**src/rtl/player_input_pkg.sv**
```systemverilog
// Shared direction encoding for the player input path and the skeleton decode.
package player_input_pkg;

  localparam int DIR_W    = 3;
  localparam int NUM_DIRS = 4;

  typedef logic [DIR_W-1:0] dir_t;

  localparam dir_t DIR_NONE  = 3'd0;
  localparam dir_t DIR_UP    = 3'd1;
  localparam dir_t DIR_RIGHT = 3'd2;
  localparam dir_t DIR_DOWN  = 3'd3;
  localparam dir_t DIR_LEFT  = 3'd4;

  // Bit order of per-direction vectors: [0]=up, [1]=right, [2]=down, [3]=left.
  // Returns the highest-priority set direction (up > right > down > left).
  function automatic dir_t pick_dir(input logic [NUM_DIRS-1:0] v);
    dir_t d;
    if (v[0]) begin
      d = DIR_UP;
    end else if (v[1]) begin
      d = DIR_RIGHT;
    end else if (v[2]) begin
      d = DIR_DOWN;
    end else if (v[3]) begin
      d = DIR_LEFT;
    end else begin
      d = DIR_NONE;
    end
    return d;
  endfunction

  // Returns the debounced level belonging to a direction code; none reads as 0.
  function automatic logic dir_held(input logic [NUM_DIRS-1:0] deb, input dir_t code);
    logic h;
    case (code)
      DIR_UP:    h = deb[0];
      DIR_RIGHT: h = deb[1];
      DIR_DOWN:  h = deb[2];
      DIR_LEFT:  h = deb[3];
      default:   h = 1'b0;
    endcase
    return h;
  endfunction

endpackage

```
**src/rtl/button_debouncer.sv**
```systemverilog
// Two-flop synchroniser followed by a stable-count debouncer for one button.
// The debounced level only follows the synchronised level after it has
// disagreed for DEBOUNCE_CYCLES consecutive samples; any agreeing sample
// restarts the count, so short glitches never reach deb.
module button_debouncer #(
  parameter int DEBOUNCE_CYCLES = 50000,
  parameter int CNT_W           = 16
) (
  input  logic clock,
  input  logic reset,
  input  logic raw,
  output logic deb
);

  localparam logic [CNT_W-1:0] CNT_LAST = CNT_W'(DEBOUNCE_CYCLES - 1);
  localparam logic [CNT_W-1:0] CNT_ONE  = CNT_W'(1);

  logic             sync1_r;
  logic             sync2_r;
  logic             deb_r;
  logic [CNT_W-1:0] cnt_r;

  // Bring the asynchronous button level into the clock domain.
  always_ff @(posedge clock) begin
    if (reset) begin
      sync1_r <= 1'b0;
      sync2_r <= 1'b0;
    end else begin
      sync1_r <= raw;
      sync2_r <= sync1_r;
    end
  end

  // Count consecutive disagreeing samples and commit the new level when stable.
  always_ff @(posedge clock) begin
    if (reset) begin
      deb_r <= 1'b0;
      cnt_r <= '0;
    end else if (sync2_r == deb_r) begin
      deb_r <= deb_r;
      cnt_r <= '0;
    end else if (cnt_r == CNT_LAST) begin
      deb_r <= sync2_r;
      cnt_r <= '0;
    end else begin
      deb_r <= deb_r;
      cnt_r <= cnt_r + CNT_ONE;
    end
  end

  assign deb = deb_r;

endmodule

```
**src/rtl/player_dir_conditioner.sv**
```systemverilog
// Conditions one player's four raw direction buttons into a single, mutually
// exclusive direction with "last pressed wins" semantics. A release of the
// selected direction falls back to the highest-priority button still held.
module player_dir_conditioner
  import player_input_pkg::*;
#(
  parameter int DEBOUNCE_CYCLES = 50000,
  parameter int CNT_W           = 16
) (
  input  logic       clock,
  input  logic       reset,
  input  logic       raw_up,
  input  logic       raw_right,
  input  logic       raw_down,
  input  logic       raw_left,
  output logic       upSig,
  output logic       rightSig,
  output logic       downSig,
  output logic       leftSig,
  output logic [2:0] dir_code,
  output logic       dir_change
);

  logic [NUM_DIRS-1:0] raw_s;
  logic [NUM_DIRS-1:0] deb_s;
  logic [NUM_DIRS-1:0] deb_d_r;
  logic [NUM_DIRS-1:0] press_s;
  dir_t                cur_r;
  dir_t                next_cur_s;
  logic                change_r;
  logic                up_r;
  logic                right_r;
  logic                down_r;
  logic                left_r;

  assign raw_s = {raw_left, raw_down, raw_right, raw_up};

  for (genvar i = 0; i < NUM_DIRS; i++) begin : gen_deb
    button_debouncer #(
      .DEBOUNCE_CYCLES (DEBOUNCE_CYCLES),
      .CNT_W           (CNT_W)
    ) u_deb (
      .clock (clock),
      .reset (reset),
      .raw   (raw_s[i]),
      .deb   (deb_s[i])
    );
  end

  // Keep last cycle's debounced levels so presses show up as rising edges.
  always_ff @(posedge clock) begin
    if (reset) begin
      deb_d_r <= '0;
    end else begin
      deb_d_r <= deb_s;
    end
  end

  assign press_s = deb_s & ~deb_d_r;

  // Choose the next direction: fresh press first, then release fallback, else hold.
  always_comb begin
    next_cur_s = cur_r;
    if (|press_s) begin
      next_cur_s = pick_dir(press_s);
    end else if ((cur_r != DIR_NONE) && !dir_held(deb_s, cur_r)) begin
      next_cur_s = pick_dir(deb_s);
    end else begin
      next_cur_s = cur_r;
    end
  end

  // Register the selection, its one-hot decode and the change strobe together.
  always_ff @(posedge clock) begin
    if (reset) begin
      cur_r    <= DIR_NONE;
      change_r <= 1'b0;
      up_r     <= 1'b0;
      right_r  <= 1'b0;
      down_r   <= 1'b0;
      left_r   <= 1'b0;
    end else begin
      cur_r    <= next_cur_s;
      change_r <= (next_cur_s != cur_r);
      up_r     <= (next_cur_s == DIR_UP);
      right_r  <= (next_cur_s == DIR_RIGHT);
      down_r   <= (next_cur_s == DIR_DOWN);
      left_r   <= (next_cur_s == DIR_LEFT);
    end
  end

  assign dir_code   = cur_r;
  assign dir_change = change_r;
  assign upSig      = up_r;
  assign rightSig   = right_r;
  assign downSig    = down_r;
  assign leftSig    = left_r;

endmodule

```
**config.mk**
```make
export PLATFORM = sky130hd
export DESIGN_NAME = player_dir_conditioner
export DESIGN_NICKNAME = d
export VERILOG_FILES = /design/src/rtl/player_input_pkg.sv /design/src/rtl/button_debouncer.sv /design/src/rtl/player_dir_conditioner.sv
export SDC_FILE = /design/constraint.sdc
export NUM_CORES = 1
export LEC_CHECK = 0
export BUFFER_PORTS_ARGS = -buffer_cell sky130_fd_sc_hd__buf_2
export CORE_MARGIN = 3
export CORE_UTILIZATION = 50
export CTS_BUF_LIST = sky130_fd_sc_hd__clkbuf_2 sky130_fd_sc_hd__clkbuf_4 sky130_fd_sc_hd__clkbuf_8
export CTS_CLUSTER_DIAMETER = 200
export DETAILED_ROUTE_END_ITERATION = 8
export PLACE_DENSITY = 0.75
export SKIP_CTS_REPAIR_TIMING = 1
export SLEW_MARGIN = 0
export SYNTH_ARGS = -nofsm -noshare
export SYNTH_HDL_FRONTEND = slang
export SYNTH_SLANG_ARGS = --single-unit
export TNS_END_PERCENT = 20
```
**constraint.sdc**
```tcl
create_clock -name clock -period 4.45 [get_ports clock]
set_input_delay 0.89 -clock clock [delete_from_list [all_inputs] [get_ports clock]]
set_output_delay 0.89 -clock clock [all_outputs]
set_load 0.05 [all_outputs]
```
## Yosys cells after proc, flatten, opt, wreduce, memory -nomap -nowiden

Cells that the tools add are included.

| storage, ports and cells | value |
|---|---|
| bits of input ports | 6 |
| register bits after elaboration | 88 |

| cells by class | value |
|---|---|
| reduce and logical (&&, ||, !) cells | 12 |
| mux-type cells | 12 |
| add/sub/neg operators | 4 |
| bitwise operators | 6 |
| equality and inequality tests | 17 |

Operators by type and width:

| kind | count |
|---|---|
| 16-bit by 1-bit adder with 16-bit output (second input constant) | 4 |
| 16-bit equality test (second input constant) | 4 |
| 3-bit 2-to-1 mux | 10 |
| 3-bit by 2-bit equality test with 1-bit output (second input constant) | 4 |
| 3-bit OR reduction | 4 |
| 2-bit AND reduction | 4 |
| 3-bit by 1-bit equality test with 1-bit output (second input constant) | 2 |
| 3-bit equality test (second input constant) | 2 |
| 4-bit bitwise AND | 1 |
| 1-bit equality test | 4 |
| 1-bit inverter | 4 |
| 4-bit inverter | 1 |
| 1-bit one-hot mux with 4 select lines | 1 |
| 4-bit OR reduction | 1 |
| 3-bit inequality test | 1 |
| 3-bit nonzero test | 1 |
| 1-bit logical AND | 1 |
| 1-bit logical NOT | 1 |
| 1-bit 2-to-1 mux | 1 |

## Depth between registers and ports, before layout

| depth | value |
|---|---|
| word-level depth | 9 |
| depth in mapped cells | 7 |
| depth with buffers taken out | 6 |

## Modules after synthesis

Synthesis repeated with hierarchy kept, for this count alone.

| second synthesis, totals | value |
|---|---|
| cells, all modules | 414 |
| area, all modules | 3,952.5 um2 |

By module, submodules not included:

| module | cells an instance | area an instance (um2) | times used |
|---|---|---|---|
| button_debouncer | 87 | 847.1 | 4 |
| player_dir_conditioner | 66 | 564.3 | 1 |

## Worst setup path before layout

OpenSTA, ideal clock, no wires.

| timing path | value |
|---|---|
| kind | input-to-reg |
| start point | input reset |
| end point | register gen_deb[2].u_deb.cnt_r[10] |
| stages on the path | 5 |
| data arrival time | 1.759 ns |
| data required time | 4.386 ns |
| setup slack | 2.627 ns |
| path through | clkbuf_1 > or3_1 > buf_4 > buf_6 > nor2_1 |

| between the ends | value |
|---|---|
| longest elaborated chain between the ends | 1 |

RTL lines:

| what | line | source |
|---|---|---|
| start, declared | player_dir_conditioner.sv:11 | `input logic reset,` |
| 3-bit OR reduction (no line) | - |  |
| end signal, assigned | button_debouncer.sv:47 | `cnt_r <= cnt_r + CNT_ONE;` |
| end, declared | button_debouncer.sv:21 | `logic [CNT_W-1:0] cnt_r;` |

No other way between the ends.
A chain may end at the register's enable or synchronous reset.

## Worst setup path in the final report

| timing path | value |
|---|---|
| start point | register cur_r[1] (netlist: dir_code[1]) |
| end point | output dir_code[1] |

RTL lines:

| what | line | source |
|---|---|---|
| start, declared | player_dir_conditioner.sv:28 | `dir_t cur_r;` |
| start signal, assigned | player_dir_conditioner.sv:83 | `cur_r <= next_cur_s;` |
| end, declared | player_dir_conditioner.sv:20 | `output logic [2:0] dir_code,` |

No word-level cell between the ends.

==> summary.txt <==
Hold Crit Class -> reg2reg
area of the core -> 7020 um^2
Net Sw Power -> 0.286 mW
synth warn -> 0
largest net degree at the start of global routing -> 27
Adder-Cell Fraction of Synth Area -> 1.34%
CTS tree -> done
post-synth cell types -> 46
initial core utilization -> 53.3%
residual DRC count -> 0
Cell Area, Synth -> 3740 um^2
Post-synth EDFFs -> 0
cells after synthesis -> 425
Worst Path Required -> 3560 ps
Final ANT Viol Nets -> 0
Synth Area in Compound Gates -> 3.85%
skew final -> 5.38 ps
post-synthesis async set-or-reset flop share -> 0%
worst-path fanout max -> 13
Pre-antenna DRT Iters -> 5
Row Count -> 30
Highest Clock Rate -> 466 MHz
crit-path max cell delay -> 550 ps
clock share of power -> 38.1%
status -> completed
Post-Synth XOR/XNOR Area -> 14.3%
uppermost layer routed -> met4
first-pass GRT wire length -> 11.2 mm
Logic pwr share -> 1.1%
wire length on met2 -> 2.76 mm
Worst Tran Pin Value -> 717 ps
Synth Flop Type -> dfxtp_1
Lkg Pwr -> 1.37 nW
RSZ-0062 raised after global routing -> no
die width -> 92.5 um
R2R setup slack -> 2500 ps
Final Power -> 1.31 mW
sequential share of power -> 60.8%
met1 WL -> 3.24 mm
initial antenna violation count -> 0
crit-path leading delay family -> flip-flops
layout cells sized above 1 -> 8.14%
number of global-route vias before repair -> 2,625
Critical-path top delay cell -> dfxtp_1
critical path startpoint category -> register
Final min period -> 2140 ps
# port buffers -> 13
Setup CP Type -> reg2out
post-DR vias/cell -> 5.14
antenna cells -> 0
Clock Pin Slew Worst Setup and Hold Paths -> 80 ps
P per Cell Area -> 323 nW/um^2
GR Util All Layers -> 16.3%
Hold Violations, Final -> 0
routability cong. -> 0.816
CP Data Arrival Time -> 1250 ps
clk_lat worst skew -> 360 ps
number of synthesized register bits -> 88
Routed WL -> 6.33 mm
Hold EP -> gen_deb[2].u_deb.sync2_r
dpl hpwl -> 4.34 mm
Slew Viols, Final -> 0
worst path cell trace -> buf_2
Syn Area/Cell -> 8.80 um^2
Vias -> 2,768
initial DRC count -> 119
CTS buffer count -> 9
sw frac -> 21.9%
Hold Startpoint -> gen_deb[2].u_deb.sync1_r
syn nets -> 435
number of buffers and inverters on the critical path -> 1
largest family of logic cells by synthesized area -> simple AND/OR/NAND/NOR gates
htree depth -> 3
nets@finish -> 447
I/O Pins -> 14
clock root cell -> clkbuf_8
Die Height -> 92.5 um
Hold Crit Depth -> 1
Die ar. -> 8560 um^2
Worst R2R Path Depth -> 4
fin crit share -> 48.2%
final setup TNS -> 0 ps
Post-Synth Simple-Gate Area -> 29.4%
P&R area growth vs syn -> 7.96%
TritonCTS Sinks -> 88
Setup-failing EPs final -> 0
routed len/inst -> 11.8 um
reg2reg end -> gen_deb[2].u_deb.cnt_r[15]
WL met3 -> 219 um
Max Cap Violations -> 0
Bufs on Longest Clock Path -> 2
FF-to-FF Start -> gen_deb[2].u_deb.cnt_r[11]
multiplexer area fraction after synthesis -> 1.07%
GRT overflow -> 0
sequential share of the synthesized area -> 47.1%
worst vdd ir -> 0.000226 V
relative slew slack -> 51.5%
Worst setup EP type -> output port
Pint -> 1.02 mW
-- layout by cell type, fill, tap and decap left out, types with 2 or more instances in the layout --
cell type / Yosys / layout
nor4b_1: 3 / 3
nor4_1: 2 / 2
inv_1: 12 / 12
mux2i_1: 4 / 4
clkbuf_8: 0 / 10
o21ai_0: 7 / 7
nand4b_1: 2 / 2
nand2b_1: 8 / 8
a31oi_1: 2 / 2
nand2_1: 25 / 25
nor3_1: 11 / 11
clkinv_2: 0 / 3
nor4bb_1: 2 / 2
or4_1: 2 / 2
or2_2: 2 / 2
and3_1: 10 / 10
or3_1: 4 / 4
and4_1: 3 / 3
buf_2: 1 / 13
clkinv_4: 0 / 2
nor2_1: 91 / 91
nand3_1: 24 / 24
nor2b_1: 16 / 16
xnor2_1: 32 / 32
a21oi_1: 4 / 4
nand4_1: 10 / 10
dfxtp_1: 88 / 88
xor2_1: 29 / 29
ha_1: 4 / 4
-- routing by layer --
metal,track usage (%),up-vias
met5,0,-
met4,6.44,0
met3,5.12,11
met2,25.4,37
met1,20.9,1279
li1,-,1441
-- final cells by class --
| class | count | area [um^2] |
|---|---|---|
| Inverter | 12 | 45.0 |
| Clock inverter | 5 | 32.5 |
| Fill cell | 630 | 2980 |
| Tap cell | 96 | 120 |
| Sequential cell | 88 | 1760 |
| Timing Repair Buffer | 13 | 65.1 |
| Clock buffer | 11 | 145 |
| Multi-Input combinational cell | 313 | 1870 |
-- power groups by stage --
stage	clock, mW	sequential (mW)	combinational (mW)
after floorplan	0	0.812	0.0125
after global placement	0	0.812	0.0147
after detailed placement	0	0.812	0.0150
after CTS	0.511	0.793	0.0150
after global routing	0.541	0.794	0.0169
final	0.497	0.793	0.0147
-- flip-flops by register name, indices dropped and copies added (netlist names) --
name / cells
deb_d_r: 4
dir_change: 1
dir_code: 3
downSig: 1
gen_deb.u_deb.cnt_r: 64
gen_deb.u_deb.deb: 4
gen_deb.u_deb.sync1_r: 4
gen_deb.u_deb.sync2_r: 4
leftSig: 1
rightSig: 1
upSig: 1
-- cell families (layout without fill, tap and decap cells) --
kind of cell    Yosys count  in the layout
simple gates            222            222
flops                    88             88
xor+xnor                 61             61
buf+inv                  24             41
compound gates           22             22
fa+ha+maj                 4              4
mux                       4              4
-- metrics by stage --
step | utilization (%) | hold slack (ps) | setup WS (ps) | cell area (um^2) | instances
3_5_place_dp | 55.0 | 423 | 2380 | 3860 | 522
3_3_place_gp | 55.0 | 421 | 2430 | 3860 | 522
2_1_floorplan | - | 414 | 2630 | 3740 | 425
6_report | 57.5 | 439 | 2310 | 4040 | 538
5_1_grt | 57.5 | 462 | 2260 | 4040 | 538
4_1_cts | 57.5 | 443 | 2320 | 4040 | 538
-- worst max-delay path by stage --
stage / from / endpoint / depth (start not counted)
after floorplan: reset / gen_deb[2].u_deb.cnt_r[10] / 5
after global placement: reset / gen_deb[2].u_deb.cnt_r[2] / 3
after detailed placement: reset / gen_deb[2].u_deb.cnt_r[14] / 3
after CTS: dir_code[1] / dir_code[1] / 1
after global routing: dir_code[1] / dir_code[1] / 1
final: dir_code[1] / dir_code[1] / 1
-- synthesized netlist by cell type (2+ instances only) --
master | instances | area share [%]
and3_1 | 10 | 1.7
nor4b_1 | 3 | 0.70
or3_1 | 4 | 0.67
nand2_1 | 25 | 2.5
nor2b_1 | 16 | 2.7
nand4_1 | 10 | 1.7
nand3_1 | 24 | 3.2
nand2b_1 | 8 | 1.3
dfxtp_1 | 88 | 47
inv_1 | 12 | 1.2
ha_1 | 4 | 1.3
or2_2 | 2 | 0.33
xor2_1 | 29 | 6.8
o21ai_0 | 7 | 0.94
and4_1 | 3 | 0.70
nor2_1 | 91 | 9.1
nor4bb_1 | 2 | 0.54
nor3_1 | 11 | 1.5
nor4_1 | 2 | 0.33
buf_6 | 2 | 0.60
nand4b_1 | 2 | 0.47
clkbuf_1 | 7 | 0.70
a21oi_1 | 4 | 0.54
mux2i_1 | 4 | 1.1
a31oi_1 | 2 | 0.33
or4_1 | 2 | 0.40
xnor2_1 | 32 | 7.5
-- worst reg2reg max path, stage by stage, from the launching register on --
cell	delay [ps]
dfxtp_1	330
or4_1	540
nor4_2	350
or3_1	500
nor2_1	100
(Power assumes the default switching activity.)
